--- src/rtl/wb_openram_arbiter.sv ---
// Shares one OpenRAM single-port macro between a Wishbone slave and a simple
// request/grant port B. Every access takes a fixed 4 cycles, and contention is resolved round-robin.
module wb_openram_arbiter #(
    parameter logic [31:0] BASE_ADDR = 32'h3000_0000
) (
    input  logic        wb_clk_i,
    input  logic        wb_rst_i,
    input  logic        wbs_stb_i,
    input  logic        wbs_cyc_i,
    input  logic        wbs_we_i,
    input  logic [3:0]  wbs_sel_i,
    input  logic [31:0] wbs_dat_i,
    input  logic [31:0] wbs_adr_i,
    output logic        wbs_ack_o,
    output logic [31:0] wbs_dat_o,
    input  logic        b_req_i,
    input  logic        b_we_i,
    input  logic [3:0]  b_wmask_i,
    input  logic [7:0]  b_addr_i,
    input  logic [31:0] b_wdata_i,
    output logic        b_gnt_o,
    output logic        b_done_o,
    output logic [31:0] b_rdata_o,
    output logic        ram_clk0,
    output logic        ram_csb0,
    output logic        ram_web0,
    output logic [3:0]  ram_wmask0,
    output logic [7:0]  ram_addr0,
    output logic [31:0] ram_din0,
    input  logic [31:0] ram_dout0
);

    typedef enum logic [1:0] {IDLE, ISSUE, WAIT, DONE} state_t;

    state_t      state_q, state_d;
    logic        last_b_q, last_b_d;
    logic        owner_b_q, owner_b_d;
    logic        we_q, we_d;
    logic        csb_q, csb_d;
    logic        web_q, web_d;
    logic [3:0]  wmask_q, wmask_d;
    logic [7:0]  addr_q, addr_d;
    logic [31:0] din_q, din_d;
    logic        ack_q, ack_d;
    logic [31:0] wbs_dat_q, wbs_dat_d;
    logic        b_gnt_q, b_gnt_d;
    logic        b_done_q, b_done_d;
    logic [31:0] b_rdata_q, b_rdata_d;

    logic wb_req;
    logic pick_b;
    logic unused_adr_bits;

    assign ram_clk0        = wb_clk_i;
    assign unused_adr_bits = ^wbs_adr_i[1:0];

    assign wb_req = wbs_stb_i & wbs_cyc_i & (wbs_adr_i[31:10] == BASE_ADDR[31:10]);
    // When both are pending, port B wins only if Wishbone was served last.
    assign pick_b = b_req_i & (~wb_req | ~last_b_q);

    // NOTE: every variable gets a default first, so no path can leave one unassigned and infer a latch.
    always_comb begin
        state_d   = state_q;
        last_b_d  = last_b_q;
        owner_b_d = owner_b_q;
        we_d      = we_q;
        csb_d     = 1'b1;
        web_d     = 1'b1;
        wmask_d   = 4'b0000;
        addr_d    = addr_q;
        din_d     = din_q;
        ack_d     = 1'b0;
        wbs_dat_d = wbs_dat_q;
        b_gnt_d   = 1'b0;
        b_done_d  = 1'b0;
        b_rdata_d = b_rdata_q;

        case (state_q)
            IDLE: begin
                if (wb_req || b_req_i) begin
                    state_d   = ISSUE;
                    owner_b_d = pick_b;
                    last_b_d  = pick_b;
                    csb_d     = 1'b0;
                    b_gnt_d   = pick_b;
                    if (pick_b) begin
                        we_d    = b_we_i;
                        web_d   = ~b_we_i;
                        wmask_d = b_we_i ? b_wmask_i : 4'b0000;
                        addr_d  = b_addr_i;
                        din_d   = b_wdata_i;
                    end else begin
                        we_d    = wbs_we_i;
                        web_d   = ~wbs_we_i;
                        wmask_d = wbs_we_i ? wbs_sel_i : 4'b0000;
                        addr_d  = wbs_adr_i[9:2];
                        din_d   = wbs_dat_i;
                    end
                end
            end
            ISSUE: state_d = WAIT;
            WAIT: begin
                state_d = DONE;
                if (!we_q) begin
                    if (owner_b_q) b_rdata_d = ram_dout0;
                    else           wbs_dat_d = ram_dout0;
                end
                // A master that dropped cyc has abandoned the cycle, so its ack is suppressed.
                ack_d    = ~owner_b_q & wbs_cyc_i;
                b_done_d = owner_b_q;
            end
            DONE:    state_d = IDLE;
            default: state_d = IDLE;
        endcase
    end

    // NOTE: state registers use non-blocking assignments, so every flop samples its pre-edge _d value.
    always_ff @(posedge wb_clk_i) begin
        if (wb_rst_i) begin
            state_q   <= IDLE;
            last_b_q  <= 1'b1;
            owner_b_q <= 1'b0;
            we_q      <= 1'b0;
            csb_q     <= 1'b1;
            web_q     <= 1'b1;
            wmask_q   <= 4'b0000;
            addr_q    <= 8'h00;
            din_q     <= 32'h0;
            ack_q     <= 1'b0;
            wbs_dat_q <= 32'h0;
            b_gnt_q   <= 1'b0;
            b_done_q  <= 1'b0;
            b_rdata_q <= 32'h0;
        end else begin
            state_q   <= state_d;
            last_b_q  <= last_b_d;
            owner_b_q <= owner_b_d;
            we_q      <= we_d;
            csb_q     <= csb_d;
            web_q     <= web_d;
            wmask_q   <= wmask_d;
            addr_q    <= addr_d;
            din_q     <= din_d;
            ack_q     <= ack_d;
            wbs_dat_q <= wbs_dat_d;
            b_gnt_q   <= b_gnt_d;
            b_done_q  <= b_done_d;
            b_rdata_q <= b_rdata_d;
        end
    end

    assign ram_csb0   = csb_q;
    assign ram_web0   = web_q;
    assign ram_wmask0 = wmask_q;
    assign ram_addr0  = addr_q;
    assign ram_din0   = din_q;
    assign wbs_ack_o  = ack_q;
    assign wbs_dat_o  = wbs_dat_q;
    assign b_gnt_o    = b_gnt_q;
    assign b_done_o   = b_done_q;
    assign b_rdata_o  = b_rdata_q;

endmodule
--- config.mk ---
export PLATFORM = sky130hd
export DESIGN_NAME = wb_openram_arbiter
export DESIGN_NICKNAME = d
export VERILOG_FILES = /design/src/rtl/wb_openram_arbiter.sv
export SDC_FILE = /design/constraint.sdc
export NUM_CORES = 1
export LEC_CHECK = 0
export ABC_CLOCK_PERIOD_IN_PS = 2690
export CAP_MARGIN = 30
export CORE_ASPECT_RATIO = 1.5
export CORE_MARGIN = 2
export CORE_UTILIZATION = 38
export DETAILED_ROUTE_END_ITERATION = 10
export PLACE_DENSITY = 0.8
export REMOVE_ABC_BUFFERS = 1
export SYNTH_ARGS = -nofsm -noshare
export SYNTH_HDL_FRONTEND = slang
export SYNTH_SLANG_ARGS = --single-unit
export TNS_END_PERCENT = 50
--- constraint.sdc ---
create_clock -name wb_clk_i -period 2.69 [get_ports wb_clk_i]
set_input_delay 0.538 -clock wb_clk_i [delete_from_list [all_inputs] [get_ports wb_clk_i]]
set_output_delay 0.538 -clock wb_clk_i [all_outputs]
set_load 0.02 [all_outputs]
* After elaboration in Yosys (flattened, before gate mapping)
Cells that the tools add are included.
** Storage, ports and cells
- Input port bits :: 151
- Word-level logic and storage cells :: 51
- Output and inout port bits :: 114
- Flip-flop bits (word level) :: 118
** Cells by class
- Eq/ne operators :: 5
- Reduce and logical (&&, ||, !) cells :: 8
- Bitwise gates (word level) :: 14
- Muxes and demuxes :: 10
** Operators by type and width (number)
- 2-to-1 mux 32 bit :: 1
- == test 22 x 20 -> 1 bit (second input constant) :: 1
- 2-to-1 mux 4 bit :: 3
- inverter 1 bit :: 9
- 2-to-1 mux 8 bit :: 1
- one-hot mux 2 bit (4 select lines) :: 1
- AND reduction 3 bit :: 2
- bitwise AND 1 bit :: 4
- == test 2 bit (second input constant) :: 2
- OR reduction 2 bit :: 2
- 2-to-1 mux 1 bit :: 3
- OR reduction 3 bit :: 1
- == test 2 x 1 -> 1 bit (second input constant) :: 1
- logical NOT 2 bit :: 1
- 2-to-1 mux 2 bit :: 1
- inequality test 2 bit (second input constant) :: 1
- AND reduction 2 bit :: 1
- logical OR 1 bit :: 1
- bitwise OR 1 bit :: 1

* Longest topological paths before layout
- Depth in word-level cells :: 6
- Mapped depth :: 7
- Mapped depth without buffers :: 6

==> impl_metrics.ini <==
[floorplan]
die_area_sq_um = 12610
io-pin-count = 265
die_w_um = 92.38
start_util_pct = 38.81
coreArea_sq_um = 11470
die_h_um = 136.6
num_rows = 48

[yosys]
synth_enable_flop_cells = 0
synthAdderAreaFrac_pct = 0.8432
synth_top_area_share_pct = 53.06
postSynthCellCount = 488
yosysWarnings = 0
synth_top_family_by_area = simple AND/OR/NAND/NOR gates
synthesis.area_sq_um = 4452
ys_types = 34
async_flop_share_pct = 0
synth.area.mux_share_pct = 0.4497
synthXorXnorAreaFrac_pct = 0
syn_area_per_cell_sq_um = 9.122
synthTopCellsByArea = dfxtp_1 53%, nand2_1 11%, a221o_1 9.2%
yosysTopAreaCell = dfxtp_1
synth-main-ff-cell = dfxtp_1
synth_simple_gate_area_share_pct = 23.33
synth-compound-area-share_pct = 18.27
yosysSeqAreaShare_pct = 53.06
synth_seq_cells = 118

[clock_network]
insertion_delay_ns = 0.51
path_clk_slew_ns = 0.06
postCtsResizedCells = 0
cts_tree = done
ctsHoldBuffers = 0
post_cts_buffers = 0

[sta]
fin_worst_skew_ns = 0.006355
whs_ns = 0.3985
grt_setup_unrepaired = no
worst_slew_pin_slew_ns = 0.7774
fin_tns_setup_ns = 0
setup_viol = 0
maxSlewViolCount = 0
finalHoldViolations = 0
slew_headroom_pct = 48.18

[layout]
num_antenna_cells = 0
syn2layout_area_growth_pct = 78.41
regArea_sq_um = 2362
nFillCells = 873
layout.nets = 901
multi_input_area_sq_um = 1934
layout_commonest_cell = clkdlybuf4s50_1
finalNonFillerCells = 910
final_cell_mix = 261 x clkdlybuf4s50_1, 135 x nand2_1, 118 x dfxtp_1
layout-drive-gt1-share_pct = 8.026

[run]
drv_cap = 0

[worst_setup_path]
crit_top_cell = clkbuf_16
path_cells = clkbuf_16, clkbuf_16, clkdlybuf4s50_1
critPathKind = clock port to output pin
arrival_ns = 2.12
critPathLaunchType = clock port
critPathMaxFanout = 2
reg2reg_to = wbs_dat_o[19]
regToRegStartpoint = state_q[0]
rr_worst_depth = 5
required_ns = 2.15
worstSetupEndpointType = output pin
rrSetupSlack_ns = 0.75
critPathMaxStageDelay_ns = 0.53
crit_slowest_cell = clkdlybuf4s50_1

[power]
comb_power_share_pct = 25.2
leakagePower_nw = 2.917
p_switching_mw = 1.837
switching_share_pct = 28.53
p_clk_share_pct = 41.7
p_per_area_nw_per_um2 = 810.8
internal_power_mw = 4.603
power.share.sequential_pct = 33.1
peakVddDrop_mv = 0.6527

[global_route]
grtUsageTotal_pct = 23.01
grt_overflow = 0
grt_max_degree = 59
grt_pass1_wl_um = 22500
antenna_found_initial = 0
grt_pass1_vias = 4733

[drt]
vias = 4638
route.met2.wl_um = 7847
ant_nets = 0
drc = 0
dr_wl_met3_um = 1354
wl_per_cell_um = 16.22
wl_met1_um = 5308
highest_layer = met4
drt_wl_total_um = 14760
drt_first_pass_iters = 4
vias_per_cell = 5.097
drt-initial-drc-count = 166

[min_path]
min_path_cells = 2
min-delay-start = wb_rst_i
whs_endpoint = state_q[1]
hold_class = input pin to flop

[outcome]
status = completed

[placement]
hpwl_um = 10670
place_congestion = 0.8554
post-place-cells = 875
io_buffers = 262
flip-flops by register name, summed over array words and instances, names as in the netlist:
register and count:
wbs_dat_o 32, b_done_o 1, b_rdata_o 32, owner_b_q 1
ram_csb0 1, last_b_q 1, b_gnt_o 1, ram_web0 1
ram_din0 32, we_q 1, ram_wmask0 4, wbs_ack_o 1
ram_addr0 8, state_q 2
final cells by class:
| cell class | count | area share (%) |
|---|---|---|
| Sequential cell | 118 | 29.74 |
| Timing Repair Buffer | 271 | 34.25 |
| Clock inverter | 13 | 2.457 |
| Tap cell | 150 | 2.363 |
| Clock buffer | 23 | 6.648 |
| Inverter | 4 | 0.1890 |
| Multi-Input combinational cell | 331 | 24.35 |
routing by layer:
| layer | vias up | GRT usage (%) |
|---|---|---|
| li1 | 2212 | - |
| met1 | 2165 | 22.93 |
| met2 | 242 | 41.85 |
| met3 | 19 | 9.802 |
| met4 | 0 | 9.121 |
| met5 | - | 0 |
logic make-up (layout without fill, tap and decap cells):
logic type                 count (synthesis)  after routing
adders and majority gates                  3              3
and+or+nand+nor                          210            210
DFF                                      118            118
muxes                                      2              2
AOI/OAI and AO/OA                        116            116
buffers and inverters                     39            311
worst max-delay path: cells and delay by family:
kind,cells,cell delay (ns)
buffers and inverters,3,0.78
power groups by stage:
| stage | combinational [mW] | clock (mW) | sequential [mW] |
|---|---|---|---|
| floorplan | 0.467 | 0 | 2.41 |
| global placement | 1.59 | 0.0499 | 2.15 |
| detailed placement | 1.63 | 0.0499 | 2.16 |
| CTS | 1.64 | 2.73 | 2.13 |
| global route | 1.73 | 2.84 | 2.16 |
| finish | 1.62 | 2.69 | 2.13 |
cells in the mapped netlist (3+ instances only):
| cell type | instances |
|---|---|
| nand2_1 | 135 |
| dfxtp_1 | 118 |
| a21oi_1 | 69 |
| a221o_1 | 41 |
| and2_1 | 40 |
| clkbuf_1 | 30 |
| nor2_1 | 5 |
| or2_2 | 5 |
| buf_6 | 4 |
| inv_1 | 4 |
| nand3_1 | 4 |
| ha_1 | 3 |
| nor4_1 | 3 |
| nor4b_2 | 3 |
worst max path at each step:
| stage | start | to | slack, ns |
|---|---|---|---|
| 2_1_floorplan | wbs_adr_i[24] | ram_addr0[0] | -0.27 |
| 3_3_place_gp | wbs_adr_i[31] | ram_addr0[7] | 0.11 |
| 3_5_place_dp | wbs_adr_i[15] | ram_din0[0] | -0.01 |
| 4_1_cts | wb_clk_i | ram_clk0 | 0.03 |
| 5_1_grt | wb_clk_i | ram_clk0 | 0.01 |
| 6_report | wb_clk_i | ram_clk0 | 0.03 |
stage by stage:
| step | power (mW) | util [%] | area [sq um] | setup slack, ns |
|---|---|---|---|---|
| detailed placement | 3.838 | 63.02 | 7229 | -0.009929 |
| global placement | 3.787 | 63.02 | 7229 | 0.1053 |
| global route | 6.725 | 69.24 | 7943 | 0.009940 |
| CTS | 6.497 | 69.24 | 7943 | 0.03080 |
| finish | 6.440 | 69.24 | 7943 | 0.03442 |
| floorplan | 2.876 | - | 4287 | -0.2706 |
Power figures use the tool's default switching activity.
==> patch, RTL diff (same flow settings) <==
Reset style: asynchronous (`wb_rst_i`), changed in one clocked block.
--- a/src/rtl/wb_openram_arbiter.sv
+++ b/src/rtl/wb_openram_arbiter.sv
@@ -117,3 +117,3 @@
     // NOTE: state registers use non-blocking assignments, so every flop samples its pre-edge _d value.
-    always_ff @(posedge wb_clk_i) begin
+    always_ff @(posedge wb_clk_i or posedge wb_rst_i) begin
         if (wb_rst_i) begin
Function: differs if wb_rst_i is asserted again (counterexample within 4 cycles, from zero or initial values and one cycle with wb_rst_i high); with wb_rst_i held inactive, the same outputs for 10 cycles.
==> patch against the original RTL <==
- global-route usage is 3.1 points lower
- cell area rose by 5.8%
- area after synthesis increased by 12%
- count of clock-buffer cells in the layout down 1
- synthesized cell count fell by 30%
- routed wire length decreased by 4.2%
- die area up 11%
- sequential cell count stayed put
- worst setup slack got worse by 5.2 ps
- critical path type unchanged
Power is not compared: it rests on default switching activity, and its combinational part moved more than twofold at a synthesized area within 25%.
==> patch: results (changes against the original RTL) <==
Route
  • DR WL/cell: 18.1 microns (was 16.2 microns)
  • Wire length on met1: 5160 microns (was 5310 microns)
  • Met2 WL: 7530 microns (was 7850 microns)
  • First DRT Iteration DRCs: 92 (was 166)
  • Met3 routed WL: 987 microns (was 1350 microns)
  • Vias per inst: 5.21 (was 5.10)

Global route
  • GR Layer Usage met2: 0.358 (was 0.418)
  • Vias in the first global route: 4414 (was 4733)
  • Largest net degree at the start of global routing: 45 (was 59)
  • First-pass GRT wire length: 21800 microns (was 22500 microns)
  • Grt met3 use: 0.0643 (was 0.0980)
  • All-Layer GR Usage: 0.199 (was 0.230)

Timing
  • Normalized max-slew margin: 0.699 (was 0.482)
  • Worst Skew: 9.26 ps (was 6.36 ps)

Critical path
  • R2R setup slack: 880 ps (was 750 ps)
  • Critical R2R Launch: state_q[0]$_DFFE_PP0P_ (was state_q[0]$_SDFFE_PP0P_)

Layout
  • Nets: 765 (was 901)
  • Share of layout cells above drive strength 1: 0.196 (was 0.0803)

Placed design
  • Post-placement cell area: 7790 sq um (was 7230 sq um)
  • Placement Setup Slack: 63.8 ps (was -9.93 ps)
  • GPL Wtd Cong: 0.853 (was 0.855)
  • Detailed Place HPWL: 10400 microns (was 10700 microns)

Synth
  • Compound-cell area share of the yosys netlist: 0.170 (was 0.183)
  • Sequential element share of the synthesized area: 0.596 (was 0.531)
  • Top post-synthesis cells by area: dfrtp_1, mux2_2, o221a_1, o21bai_1, dfstp_2 (was dfxtp_1, nand2_1, a221o_1, a21oi_1, and2_1)
  • Asr flop ratio synth: 1.00 (was 0)
  • Post-synthesis adder-cell area fraction: 0.00756 (was 0.00843)
  • Synth cell count leaders: dfrtp_1, mux2_2, o21bai_1 (was nand2_1, dfxtp_1, a21oi_1)

Outcome
  • Status: finished clean (unchanged)
## patch: cells by family after synthesis
logic type,count (synthesis)
fa+ha+maj,3
mux,67
flops,118
buf+inv,31
compound gates,94
simple gates,30
## patch: cell type report
type / instances / area (sq um) / share of cell area
Multi-Input combinational cell: 194 / 1860 / 0.221
Inverter: 6 / 25.0 / 0.00298
Sequential cell: 118 / 2960 / 0.352
Clock inverter: 14 / 101 / 0.0121
Timing Repair Buffer: 270 / 2740 / 0.326
Clock buffer: 22 / 524 / 0.0624
Tap cell: 159 / 199 / 0.0237
## patch: report_power, final
group / total [mW] / leakage [nW] / internal [mW] / switching (mW)
sequential: 3.06 / 1.36 / 2.64 / 0.426
clock: 2.30 / 0.296 / 1.42 / 0.878
combinational: 4.82 / 1.71 / 2.60 / 2.22
## patch: how the worst min path moves through the flow
stage / slack (ps) / to / startpoint / depth (start not counted)
2_1_floorplan: 480 / owner_b_q$_DFFE_PP0P_ / owner_b_q$_DFFE_PP0P_ / 1
3_3_place_gp: 470 / b_rdata_o[0]$_DFFE_PP0P_ / b_rdata_o[0]$_DFFE_PP0P_ / 1
3_5_place_dp: 480 / b_rdata_o[0]$_DFFE_PP0P_ / b_rdata_o[0]$_DFFE_PP0P_ / 1
4_1_cts: 380 / ram_din0[11]$_DFFE_PP0P_ / wb_rst_i / 2
5_1_grt: 400 / ram_din0[31]$_DFFE_PP0P_ / wb_rst_i / 2
6_report: 380 / ram_din0[31]$_DFFE_PP0P_ / wb_rst_i / 2
## patch: through the flow
step / instances / TNS [ps] / power, mW
finish: 783 / 0 / 10.2
floorplan: 318 / -145280 / 5.56
detailed placement: 748 / 0 / 7.98
global route: 783 / 0 / 10.7
global placement: 748 / 0 / 7.82
CTS: 783 / 0 / 10.3
